File: src/rtl/mem_port_arbiter.sv
// Round-robin arbiter sharing one memory port between instruction fetch (0)
// and load/store (1), with grant hold for the whole access and an ack timeout.

module mem_port_mux2 #(
  parameter int W = 1
) (
  input  logic         s,
  input  logic [W-1:0] a,
  input  logic [W-1:0] b,
  output logic [W-1:0] y
);
  assign y = s ? b : a;
endmodule

// Handshake: a requester raises req with stable addr/we/wdata and holds it
// until its done pulse; done (with err on timeout) ends the access, and a req
// still high in the done cycle is arbitrated as a fresh request.
module mem_port_arbiter #(
  parameter int ADDR_W  = 32,
  parameter int DATA_W  = 32,
  parameter int TIMEOUT = 16
) (
  input  logic              clk,
  input  logic              rst_n,
  input  logic              req0,
  input  logic              req1,
  input  logic [ADDR_W-1:0] addr0,
  input  logic [ADDR_W-1:0] addr1,
  input  logic              we0,
  input  logic              we1,
  input  logic [DATA_W-1:0] wdata0,
  input  logic [DATA_W-1:0] wdata1,
  output logic              gnt0,
  output logic              gnt1,
  output logic              done0,
  output logic              done1,
  output logic [DATA_W-1:0] rdata,
  output logic              err,
  output logic              sel,
  output logic              mem_en,
  output logic [ADDR_W-1:0] mem_addr,
  output logic              mem_we,
  output logic [DATA_W-1:0] mem_wdata,
  input  logic [DATA_W-1:0] mem_rdata,
  input  logic              mem_ack,
  output logic              dbg_state,
  output logic              dbg_prio
);

  localparam logic [0:0] IDLE   = 1'b0;
  localparam logic [0:0] ACCESS = 1'b1;

  localparam int CNT_W = (TIMEOUT > 1) ? $clog2(TIMEOUT) : 1;
  localparam logic [CNT_W-1:0] CNT_LAST = CNT_W'(TIMEOUT - 1);

  logic [0:0]       state;
  logic             prio;
  logic [CNT_W-1:0] cnt;
  logic             win;
  logic             we_mux;
  logic             timeout_hit;

  // A lone requester wins outright; on contention the pointer decides.
  assign win         = (req0 & req1) ? prio : req1;
  assign timeout_hit = (cnt == CNT_LAST);

  mem_port_mux2 #(.W(ADDR_W)) u_addr_mux (
    .s(sel), .a(addr0), .b(addr1), .y(mem_addr)
  );

  mem_port_mux2 #(.W(1)) u_we_mux (
    .s(sel), .a(we0), .b(we1), .y(we_mux)
  );

  mem_port_mux2 #(.W(DATA_W)) u_wdata_mux (
    .s(sel), .a(wdata0), .b(wdata1), .y(mem_wdata)
  );

  assign mem_we    = mem_en & we_mux;
  assign dbg_state = state;
  assign dbg_prio  = prio;

  always_ff @(posedge clk or negedge rst_n) begin
    if (!rst_n) begin
      state  <= IDLE;
      prio   <= 1'b0;
      cnt    <= '0;
      sel    <= 1'b0;
      gnt0   <= 1'b0;
      gnt1   <= 1'b0;
      mem_en <= 1'b0;
      done0  <= 1'b0;
      done1  <= 1'b0;
      err    <= 1'b0;
      rdata  <= '0;
    end else begin
      done0 <= 1'b0;
      done1 <= 1'b0;
      err   <= 1'b0;
      case (state)
        IDLE: begin
          if (req0 | req1) begin
            state  <= ACCESS;
            sel    <= win;
            gnt0   <= ~win;
            gnt1   <= win;
            mem_en <= 1'b1;
            cnt    <= '0;
          end
        end
        ACCESS: begin
          // An ack on the last allowed cycle still counts as a clean completion.
          if (mem_ack || timeout_hit) begin
            state  <= IDLE;
            gnt0   <= 1'b0;
            gnt1   <= 1'b0;
            mem_en <= 1'b0;
            prio   <= ~sel;
            done0  <= ~sel;
            done1  <= sel;
            err    <= ~mem_ack;
            if (mem_ack && !we_mux) begin
              rdata <= mem_rdata;
            end
          end else begin
            cnt <= cnt + 1'b1;
          end
        end
        default: state <= IDLE;
      endcase
    end
  end

endmodule
File: config.mk
export PLATFORM = sky130hd
export DESIGN_NAME = mem_port_arbiter
export DESIGN_NICKNAME = d
export VERILOG_FILES = /design/src/rtl/mem_port_arbiter.sv
export SDC_FILE = /design/constraint.sdc
export NUM_CORES = 1
export LEC_CHECK = 0
export CAP_MARGIN = 20
export CORE_AREA = 2 2 107 109
export CTS_CLUSTER_SIZE = 12
export DETAILED_ROUTE_END_ITERATION = 7
export DIE_AREA = 0 0 109 111
export MAX_ROUTING_LAYER = met4
export PLACE_DENSITY = 0.76
export SLEW_MARGIN = 20
export SYNTH_ARGS = -nofsm -noshare
export SYNTH_HDL_FRONTEND = slang
export SYNTH_SLANG_ARGS = --single-unit
File: constraint.sdc
create_clock -name clk -period 2 [get_ports clk]
set_clock_uncertainty 0.1 [all_clocks]
set_input_delay 0.5 -clock clk [delete_from_list [all_inputs] [get_ports clk]]
set_output_delay 0.5 -clock clk [all_outputs]
set_load 0.1 [all_outputs]
==> flow_summary.ini, run 1 <==
[status]
outcome = finished, violations left
violations = negative setup slack

[layout]
final_common_cell = clkdlybuf4s50_1
synthToLayoutAreaGrowth_pct = 167
fin_util = 0.646
antenna_cells = 0
fin_nets = 646
final_cell_mix = 165 x clkdlybuf4s50_1, 110 x buf_12, 94 x mux2_4, 42 x dfrtp_1, 8 x buf_4
drive_gt1_frac = 0.489

[clock_network]
htreeDepth = 2
insertion_delay_ns = 0.28
root_buffer = clkbuf_16
clock_sinks = 45
cts-buffers-inserted = 5
cts_tree = built
clock_path_buffers = 2
clk_pin_slew_worst_paths_ns = 0.06

[floorplanning]
die_area_um2 = 12100
die_y_um = 111
coreArea_um2 = 11100
num_rows = 39
boundaryPins = 273
start_util = 0.242
die_x_um = 109

[setup_path]
setup.worst_path.start = sel
reg2regPathDepth = 5
end_kind = output port
cp-start-kind = flip-flop
r2r_setup_slack_ns = 0.02
critPathRequiredTime_ns = 1.40
r2r_start = sel
worstPathArrival_ns = 1.55
path_class = flip-flop to output port
crit_fanout = 17

[timing]
rsz0062_at_grt = true
fmax_ghz = 0.466
hold_viol_final = 0
max_slew_margin = 0.718
fin_ws_ns = -0.145
period_share = 1.07
finalMaxSlewViolations = 0
worst_slew_pin_slew_ns = 0.423
min_period_ns = 2.15
setup_viol = 65

[yosys]
yosysUniqueCellTypes = 29
synthCells = 196
yosys.area.top_type = dfrtp_1
syn_avg_cell_area_um2 = 13.7
synth_warnings = 0
synth-compound-area-share = 0.0448
synth_mux_area_frac = 0.452
synth_top_family_by_area = multiplexers
synth_seq_cells = 45
synth_edf_count = 0
synth-xor-area-share = 0
synth_fa_ha_area_frac = 0.00466
synthArstFlopShare = 1.00
yosysTopAreaCellShare = 0.420
synth.area.top_cells = dfrtp_1 42%, mux2_2 28%, mux2_4 17%, buf_8 1.7%, a31oi_1 0.93%
synth_area_um2 = 2680
synth-simple-area-share = 0.0359
synth_nets = 364
ys_seq_area_frac = 0.420
ys.flop_type = dfrtp_1

[placed_design]
place.port_buffers = 272
place_congestion = 0.774
place_hpwl_um = 9480

[route]
wl_um = 11200
via_per_inst = 4.43
postRouteAntennaNets = 0
drt-initial-drc-count = 79
wl_per_cell_um = 18.1
drtPass1Iterations = 4
num_vias = 2755
drc_errors = 0

[global_routing]
grt.total_usage = 0.183
antenna_found_initial = 0
grt_pass1_vias = 2917
grt-ovfl-total = 0
grt_pass1_wl_um = 16400
grt_start_max_net_pins = 30

[run]
cap_violations = 0

[hold_path]
min_path_type = primary input to asynchronous set/reset pin
## Yosys cell counts, types with 2 or more instances
cell,number
a21oi_1,4
a31o_2,2
a31oi_1,4
and3_1,3
buf_2,5
buf_8,3
clkbuf_1,3
dfrtp_1,45
inv_1,4
mux2_2,66
mux2_4,30
mux2i_1,2
nand2_1,4
nand2b_1,3
nand3_1,2
nor2_1,2
o21bai_1,2
## repair_timing
| action | 4_1_cts | 5_1_grt |
|---|---|---|
| setup buffers | 1 | 1 |
| endpoints found under the setup margin | 90 | 65 |
| hold endpoints to repair | 0 | 0 |
| gates resized for setup | 11 | 5 |
| hold buffers | 0 | 0 |
| gates cloned | 0 | 1 |
## state kept, by name, indices dropped and copies added (netlist names)
signal     cells
cnt            4
dbg_prio       1
done1          1
rdata         32
gnt1           1
dbg_state      1
sel            1
done0          1
err            1
gnt0           1
mem_en         1
## area by class of cell
| class | instances | area [um2] |
|---|---|---|
| Inverter | 4 | 15.0 |
| Fill cell | 787 | 3920 |
| Clock inverter | 1 | 7.51 |
| Sequential cell | 45 | 1130 |
| Timing Repair Buffer | 288 | 3980 |
| Clock buffer | 7 | 133 |
| Tap cell | 143 | 179 |
| Multi-Input combinational cell | 134 | 1710 |
## cell families (layout without fill, tap and decap cells)
family	count (synthesis)	in the layout
buffers and inverters	17	300
and+or+nand+nor	18	18
AOI/OAI and AO/OA	17	17
muxes	98	98
adders and majority gates	1	1
DFF	45	45
## critical path: stages (launching register included)
cell     delay, ns
dfrtp_4       0.57
buf_12        0.19
mux2_4        0.32
buf_12        0.17
## per-stage QoR
stage / setup WS (ns) / std cells / area, um2 / setup TNS, ns / hold WS [ns]
5_1_grt: -0.176 / 622 / 7160 / -11.14 / 0.0795
4_1_cts: -0.162 / 620 / 7100 / -8.65 / 0.0544
3_5_place_dp: -0.352 / 611 / 6910 / -10.44 / 0.357
2_1_floorplan: -0.0985 / 196 / 2970 / -6.72 / 0.104
6_report: -0.145 / 622 / 7160 / -8.36 / 0.0533
3_3_place_gp: -0.303 / 611 / 6910 / -9.01 / 0.348
## path summary, 6_finish.rpt
path | endpoint
max | mem_wdata[10]
min | cnt[3]
max reg2reg | rdata[27]
min reg2reg | cnt[0]
max in group asynchronous | rdata[15]
min in group clk | cnt[0]
## routing by layer
metal,global-route usage,vias to the layer above,wire length (um)
met5,-,-,0
met4,0.0419,0,165
met3,0.0464,14,1010
met2,0.330,148,5960
met1,0.200,1313,4100
li1,-,1280,-
Power of run 1 is left out: the tool's default activity adds up to more than one toggle a clock period on the data nets, which glitch-free logic cannot reach.
==> run 2, diff against run 1 <==
- clock period: 2 -> 2.05 ns (I/O delays scaled with it)
==> run 2 against run 1 <==
Utilization fell by 0.42 points. Sequential share of layout area rose by 0.10 points. Register-to-register slack improved by 0.11 ns. Wire length rose by 0.77%. The flow still finishes with violations (negative setup slack). Highest routed layer unchanged.
==> flow_summary.ini, run 2 (same netlist as run 1, synthesis figures left out) <==
[clock_network]
root_buffer = clkbuf_16
cts_hold_buf = 0
clock_sinks = 45
cts-buffers-inserted = 5
clock_path_buffers = 2
htreeDepth = 2
cts_tree = built
clk_pin_slew_worst_paths_ns = 0.06
insertion_delay_ns = 0.28

[route]
num_vias = 2787
via_per_inst = 4.52
wl_um = 11300
drc_errors = 0
drtPass1Iterations = 5
postRouteAntennaNets = 0
drt-initial-drc-count = 122
wl_per_cell_um = 18.4

[setup_path]
cp-start-kind = flip-flop
crit_fanout = 10
worstPathArrival_ns = 1.53
end_kind = output port
critPathRequiredTime_ns = 1.44
path_class = flip-flop to output port

[layout]
regArea_um2 = 1130
n_fill_cell = 796
drive_gt1_frac = 0.486
synthToLayoutAreaGrowth_pct = 165
largest-register = rdata
final_cell_mix = 165 x clkdlybuf4s50_1, 110 x buf_12, 94 x mux2_4, 42 x dfrtp_1, 6 x buf_4
fin_nets = 641
final_common_cell = clkdlybuf4s50_1
finalNonFillerCells = 616
multiInputGateArea_um2 = 1710
largestRegisters = rdata x32, cnt x4
largest_reg_flops = 32
antenna_cells = 0

[placed_design]
place_inst = 608
place.port_buffers = 272
place_congestion = 0.811
place_hpwl_um = 9640
pre_cts_ws_ns = -0.290

[global_routing]
grt_start_max_net_pins = 28
grt_pass1_wl_um = 16900
grt.total_usage = 0.187
grt-ovfl-total = 0
antenna_found_initial = 0
grt_pass1_vias = 2993

[timing]
finalMaxSlewViolations = 0
setup_viol = 65
fin_ws_ns = -0.0963
rsz0062_at_grt = true
min_period_ns = 2.15
max_slew_margin = 0.689
fmax_ghz = 0.466
tns_ns = -4.57
period_share = 1.05
hold_viol_final = 0
worst_slew_pin_slew_ns = 0.467

[floorplanning]
start_util = 0.242
boundaryPins = 273
die_area_um2 = 12100
num_rows = 39
die_y_um = 111
die_x_um = 109
coreArea_um2 = 11100

[status]
violations = negative setup slack
outcome = finished, violations left

[run]
cap_violations = 0

[hold_path]
min_path_type = primary input to asynchronous set/reset pin
==> run 2: cell types whose count changed in the layout (fill, tap and decap cells not counted), sizes merged <==
cell,delta
buf,-4
bufinv,+1
clkbuf,-3
clkinv,+1
clkinvlp,-1
==> run 2: path summary, 6_finish.rpt <==
kind / start / to / slack (ns) / cells after the start
setup / recovery: sel / mem_addr[9] / -0.1 / 3
hold / removal: rst_n / rdata[12] / 0.08 / 1
setup reg to reg: sel / rdata[8] / 0.13 / 5
hold reg to reg: cnt[0] / cnt[0] / 0.44 / 1
max in group asynchronous: rst_n / rdata[27] / 1.27 / 2
min in group clk: cnt[0] / cnt[0] / 0.44 / 1
==> run 2: cell type report <==
type / count / share of cell area
tap: 143 / 0.0252
sequential: 45 / 0.159
clock buffer: 5 / 0.0176
clock inverter: 2 / 0.00493
timing repair buffer: 283 / 0.551
inverter: 4 / 0.00211
multi-input combinational: 134 / 0.240
==> run 2: repair_timing <==
item	in CTS	in global routing
buffers inserted	1	0
gates cloned	0	0
setup endpoints to repair	65	85
resized for setup	2	2
==> run 2: routing by layer <==
metal  wire [um]  track usage  vias to the layer above
met1        3950        0.200                     1326
met4         367       0.0658                        0
li1            -            -                     1266
met3        1190       0.0594                       27
met2        5810        0.322                      168
met5           0            -                        -
==> run 2: critical path: stages (launching register included) <==
cell and delay [ns]:
dfrtp_4 0.53, buf_4 0.23, mux2_4 0.33, buf_12 0.17
==> run 2: per-stage QoR <==
| step | hold WS (ns) | util | instance area, um2 |
|---|---|---|---|
| after floorplan | 0.117 | - | 3000 |
| after global placement | 0.377 | 0.625 | 6920 |
| after detailed placement | 0.388 | 0.625 | 6920 |
| after CTS | 0.0888 | 0.641 | 7100 |
| after global routing | 0.111 | 0.642 | 7110 |
| final | 0.0809 | 0.642 | 7110 |
Power of run 2 is left out for the same reason.
==> run 3, diff against run 2 <==
- TNS_END_PERCENT: default -> 50
==> run 3 against run 2 <==
The flow still finishes with violations (negative setup slack). Design area rose by 1.7%. Global-route usage fell by 1.1 points. Maximum frequency fell by 2.0%. Utilization rose by 1.1 points. Final cell count rose by 1.6%. Hold slack improved by 0.34 ns. Count of clock-buffer cells in the layout rose by 2. Die area did not move. Critical path depth rose by 1. Critical path type unchanged.
==> flow_summary.ini, run 3 (same netlist as run 1, synthesis figures left out) <==
[setup_path]
cp-start-kind = flip-flop
path_cells = buf_6 -> buf_12 -> mux2_4 -> buf_12
critPathRequiredTime_ns = 1.44
worstPathArrival_ns = 1.58
r2r_setup_slack_ns = 0.09
slowest_delay_ns = 0.50
crit_fanout = 12
crit_top_cell = buf_12
end_kind = output port
crit_slowest_cell = dfrtp_4
critPathTopFamily = flip-flops
path_buf_inv = 3
path_class = flip-flop to output port

[clock_network]
root_buffer = clkbuf_16
clock_sinks = 45
cts_tree = built
clock_path_buffers = 2
clk_pin_slew_worst_paths_ns = 0.06
insertion_delay_ns = 0.28
htreeDepth = 2
cts-buffers-inserted = 5

[hold_path]
min_path_type = flip-flop to flip-flop

[floorplanning]
die_y_um = 111
boundaryPins = 273
num_rows = 39
die_area_um2 = 12100
coreArea_um2 = 11100
die_x_um = 109
start_util = 0.242

[layout]
largestRegisters = rdata x32, cnt x4
largest-register = rdata
n_fill_cell = 763
largest_reg_flops = 32
regArea_um2 = 1130
fin_nets = 651
multiInputGateArea_um2 = 1680
drive_gt1_frac = 0.491
fin_util = 0.653
synthToLayoutAreaGrowth_pct = 169
finalNonFillerCells = 626
final_cell_mix = 165 x clkdlybuf4s50_1, 111 x buf_12, 87 x mux2_4, 43 x dfrtp_1, 9 x mux2_2
final_common_cell = clkdlybuf4s50_1
antenna_cells = 0

[timing]
max_slew_margin = 0.738
fin_ws_ns = -0.140
worst_slew_pin_slew_ns = 0.394
finalMaxSlewViolations = 0
fmax_ghz = 0.457
min_period_ns = 2.19
hold_viol_final = 0
rsz0062_at_grt = true
period_share = 1.07
setup_viol = 65

[route]
drtPass1Iterations = 3
postRouteAntennaNets = 0
wl_um = 11200
drc_errors = 0
num_vias = 2794
drt-initial-drc-count = 64
wl_per_cell_um = 17.8
via_per_inst = 4.46

[global_routing]
grt.total_usage = 0.176
grt_util_met2 = 0.336
grt_pass1_wl_um = 16100
antenna_found_initial = 0
grt_start_max_net_pins = 42
top_usage_layer = met2
grt-ovfl-total = 0
grtUsageMet3 = 0.0476
grt_pass1_vias = 2915
use_met1 = 0.176

[placed_design]
place_hpwl_um = 9240
place_inst = 610
place.port_buffers = 272
place_congestion = 0.771

[run]
cap_violations = 0

[status]
outcome = finished, violations left
violations = negative setup slack
-- run 3: cell count changes in the layout (fill, tap and decap cells not counted), moves of 2 or more --
cell	before	now
mux2_2	2	9
mux2_4	94	87
buf_6	1	5
clkbuf_16	5	7
-- run 3: repair_timing --
| item | CTS | global route |
|---|---|---|
| endpoints found under the setup margin | 65 | 65 |
| endpoints found under the hold margin | 4 | 0 |
| gates cloned | 1 | 3 |
| buffers inserted | 1 | 4 |
| resized for setup | 8 | 12 |
| hold buffers | 1 | 0 |
| pin swaps | 0 | 1 |
-- run 3: cell type report --
| class | count | share of cell area |
|---|---|---|
| flip-flops and latches | 45 | 0.156 |
| clock buffers | 7 | 0.0197 |
| inverters | 4 | 0.00208 |
| repair buffers | 293 | 0.565 |
| well taps | 143 | 0.0247 |
| multi-input cells | 134 | 0.233 |
-- run 3: final timing paths --
path | endpoint | startpoint | cells past startpoint
setup / recovery | mem_wdata[11] | sel | 4
hold / removal | cnt[0] | cnt[0] | 1
setup reg to reg | rdata[13] | sel | 6
hold reg to reg | cnt[0] | cnt[0] | 1
max in group asynchronous | sel | rst_n | 3
min in group asynchronous | rdata[9] | rst_n | 2
-- run 3: per-stage QoR --
stage | hold WS, ns | setup slack [ns] | TNS [ns] | cell area (um2)
after floorplan | 0.117 | -0.151 | -7.81 | 2940
after global placement | 0.237 | -0.0274 | -0.634 | 6880
after detailed placement | 0.247 | -0.0964 | -2.21 | 6880
after CTS | 0.426 | -0.149 | -7.26 | 7100
after global routing | 0.455 | -0.165 | -9.52 | 7230
final | 0.421 | -0.140 | -7.41 | 7230
-- run 3: routing by layer --
metal	part of all wire	wire [um]
met5	0	0
met4	0.012	129
met3	0.094	1050
met2	0.56	6280
met1	0.33	3700
-- run 3: worst reg2reg max path, stage by stage (launching register included) --
cell and delay (ns):
dfrtp_4 0.50, buf_8 0.15, buf_6 0.13, mux2i_4 0.19, and3_4 0.25, buf_12 0.19, mux2_4 0.33
Power of run 3 is left out for the same reason.
==> patch 1, RTL diff (settings of run 1) <==
Reset style: synchronous (`rst_n`), changed in one clocked block.
--- a/src/rtl/mem_port_arbiter.sv
+++ b/src/rtl/mem_port_arbiter.sv
@@ -81,5 +81,5 @@
   assign dbg_prio  = prio;
 
-  always_ff @(posedge clk or negedge rst_n) begin
+  always_ff @(posedge clk) begin
     if (!rst_n) begin
       state  <= IDLE;
Function: differs if rst_n is asserted again (counterexample within 4 cycles, from zero or initial values and one cycle with rst_n low); with rst_n held inactive, the same outputs for 10 cycles.
==> patch 1 against run 1 <==
- the flow still finishes with violations (negative setup slack)
- sequential cell count did not move
- final area rose by 1.7%
- non-clock buffer count rose by 16
- area after synthesis fell by 3.0%
- worst setup slack got worse by 0.0056 ns
- via count rose by 22%
- first-iteration DRC count rose by 85%
- wire length rose by 22%
- synthesized cell count rose by 43%
- critical endpoint is now mem_we
- largest cell class unchanged
Power is left out: it rests on default switching activity, and per cell area and clock period it moved more than threefold.
==> patch 1: results (changes against run 1) <==
- The largest fanout on the critical path was 2 (was 17).
- The class of the tightest hold or removal check is reg2reg (was in2async).
- Number of distinct library cell variants in the gate-level netlist after synthesis: 33 (was 29)
- The maximum level of the CTS H-tree is 2 (unchanged).
* Share of flip-flops with an asynchronous set or reset: 0% (was 100%)
* Top cells by count, synth: mux2_2, dfxtp_1, nand3_1 (was mux2_2, dfrtp_1, mux2_4)
- Post-route worst setup slack: -0.151 ns (was -0.145 ns)
* Critical-path cell with the highest stage delay: clkdlybuf4s50_1 (was dfrtp_4)
- The count of vias placed by the detailed router is 3372 (was 2755).
* TNS Setup: -3.52 ns (was -8.36 ns)
- The number of nets in the synthesized netlist was 449 (was 364).
* Final number of setup-violating endpoints: 65 (unchanged)
- Cell types occupying the most area after synthesis: dfxtp_1, mux2_2, nand3_1 (was dfrtp_1, mux2_2, mux2_4).
* Launching point of the worst reg2reg path: sel (unchanged)
* Compound-Gate Fraction of Synth Area: 16.7% (was 4.48%)
- Status: finished with violations (unchanged)
- The overall routing resource usage came to 22.1% (was 18.3%).
- Share of cells above drive strength 1: 38.2% (was 48.9%)
- The antenna diode count came to 0 (unchanged).
- Violated checks: negative setup slack (unchanged).
- Adder and majority gate portion of the synthesized area: 0.481% (was 0.466%)
- Sum of net half-perimeters after detailed placement: 10400 um (was 9480 um)
- Final RePlAce weighted congestion: 0.832 (was 0.774)
- Max_slew headroom: 73.1% (was 71.8%)
* First-pass GRT wire length: 20000 um (was 16400 um)
- Critical path origin: we1 (was sel)
* Number of global-route vias before repair: 3495 (was 2917)
- The portion of the post-synthesis area used by sequential elements came to 34.6% (was 42.0%).
* Final nets: 733 (was 646)
* Yosys top cell by area: dfxtp_1 (was dfrtp_1)
- Wire length per cell after detailed routing: 19.3 um (was 18.1 um)
* Pin count of the biggest net entering global routing: 38 (was 30)
- The count of routing violations after the opening detailed-route iteration came to 146 (was 79).
- The peak per-stage delay on the critical path is 0.44 ns (was 0.57 ns).
* Multiplexer area fraction after synthesis: 29.1% (was 45.2%)
patch 1: changes by cell type after synthesis, sizes merged, moves of 12 or more:
cell          run 1  this run
buf              10        22
a21oi             4        36
dfrtp            45         0
o21ai             0        35
dfxtp             0        45
nand3             2        38
mux2             96        65
patch 1: layout make-up:
class / count / area, um2
inverter: 2 / 7.51
tap: 143 / 179
fill: 796 / 3800
multi-input combinational: 207 / 1740
sequential: 45 / 907
timing repair buffer: 304 / 4280
clock inverter: 2 / 38.8
clock buffer: 6 / 129
patch 1: timing repair:
action | in CTS | in global routing
hold endpoints to repair | 0 | 0
setup buffers | 6 | 7
endpoints found under the setup margin | 61 | 65
cloned | 3 | 2
gates resized for setup | 49 | 15
patch 1: path summary, 6_finish.rpt:
kind / depth (start not counted) / slack, ns / to
setup / recovery: 4 / -0.15 / mem_we
hold / removal: 2 / 0.41 / gnt1
setup reg to reg: 6 / 0.33 / rdata[25]
hold reg to reg: 2 / 0.41 / gnt1
patch 1: critical path: cells and delay by family:
kind                   cells  cell delay, ns
and+or+nand+nor            1            0.17
buffers and inverters      2            0.60
muxes                      1            0.28
patch 1: per-stage QoR:
stage,cell area (um2),cells,hold slack [ns],util [%]
final,7280,709,0.413,65.7
after global routing,7280,709,0.434,65.7
after CTS,7140,702,0.416,64.5
after detailed placement,6640,685,0.404,59.9
after global placement,6640,685,0.386,59.9
after floorplan,2680,281,0.372,-
patch 1: layer usage:
layer | GRT usage, % | part of all wire, % | up-vias
met5 | - | 0 | -
met4 | 8.80 | 3.3 | 0
met3 | 4.17 | 6.8 | 24
met2 | 38.6 | 52 | 142
met1 | 24.5 | 38 | 1607
li1 | - | - | 1599
==> patch 2, RTL diff (settings of run 1) <==
Without the edit above. The parameter `ADDR_W` goes from 32 to 48.
--- a/src/rtl/mem_port_arbiter.sv
+++ b/src/rtl/mem_port_arbiter.sv
@@ -17,5 +17,5 @@
 // still high in the done cycle is arbitrated as a fresh request.
 module mem_port_arbiter #(
-  parameter int ADDR_W  = 32,
+  parameter int ADDR_W  = 48,
   parameter int DATA_W  = 32,
   parameter int TIMEOUT = 16
Interface: changed (resized addr0, addr1 and mem_addr); port bits go from 273 to 321. No check against the original RTL was run, so the function may have changed too.
==> patch 2 against run 1 <==
- the flow still finishes with violations (negative setup slack)
- final area up 14%
- sequential share of layout area down 2.0 points
- wire length up 28%
- utilization up 9.1 points
- worst hold slack better by 0.045 ns
- sequential cell count unchanged
- worst setup slack worse by 0.060 ns
- global-route usage up 4.5 points
- final cell count up 11%
- area after synthesis up 6.2%
- synthesized cell count up 8.7%
- critical path type unchanged
- critical endpoint is now mem_addr[23]
==> patch 2: results (changes against run 1) <==
* Final number of setup-violating endpoints: 101 (was 65)
* Destination of the critical timing path: mem_addr[23] (was mem_wdata[10])
* R2R Setup Slk: -0.02 ns (was 0.02 ns)
- Port bufs: 320 (was 272)
* Vias: 3180 (was 2755)
- Sum of net half-perimeters after detailed placement: 11400 um (was 9480 um)
- Critical path's top delay family: buffers and inverters (was flip-flops)
- The post-detailed-placement cell area came to 7810 um2 (was 6910 um2).
- Worst slack at placement: -0.408 ns (was -0.352 ns)
- The number of different library cells in the post-synthesis netlist came to 28 (was 29).
* Compound-Gate Fraction of Synth Area: 4.21% (was 4.48%)
* Violated checks: negative setup slack (unchanged)
- The post-cts resize count was 1 (was 11).
* Top cells by count, synth: mux2_2, dfrtp_1, mux2_4 (unchanged)
- Share of the yosys chip area belonging to registers: 39.5% (was 42.0%)
* Final nets: 747 (was 646)
- The placer's final routability congestion estimate came to 0.794 (was 0.774).
* Status: finished with violations (unchanged)
- The worst hold margin is 0.0986 ns (was 0.0533 ns).
- The mean routed wirelength per cell was 20.8 um (was 18.1 um).
* Number of global-route vias before repair: 3554 (was 2917)
* Met2 Use GR: 40.5% (was 33.0%)
* Post-route worst setup slack: -0.205 ns (was -0.145 ns)
* Count of buffers added by post-CTS timing repair for setup: 0 (was 1)
* Global routing usage summed across all routing layers: 22.8% (was 18.3%)
- The adder and majority cell fraction of the synthesized area came to 0.439% (was 0.466%).
- Drt first-iter violations: 89 (was 79)
* Pin count of the biggest net entering global routing: 31 (was 30)
-- patch 2: area by class of cell --
cell class / instances / area [um2] / share of cell area [%]
Sequential cell: 45 / 1130 / 13.9
Clock buffer: 7 / 153 / 1.87
Inverter: 4 / 15.0 / 0.184
Multi-Input combinational cell: 150 / 1940 / 23.7
Timing Repair Buffer: 341 / 4740 / 58.1
Tap cell: 143 / 179 / 2.19
Clock inverter: 1 / 5.00 / 0.0613
-- patch 2: per-stage QoR --
| stage | util (%) | power [W] | setup TNS (ns) |
|---|---|---|---|
| 2_1_floorplan | - | 0.0103 | -3.67 |
| 3_3_place_gp | 70.5 | 0.0148 | -9.75 |
| 3_5_place_dp | 70.5 | 0.0149 | -12.19 |
| 4_1_cts | 72.0 | 0.0159 | -18.34 |
| 5_1_grt | 73.7 | 0.0166 | -19.33 |
| 6_report | 73.7 | 0.0162 | -15.47 |
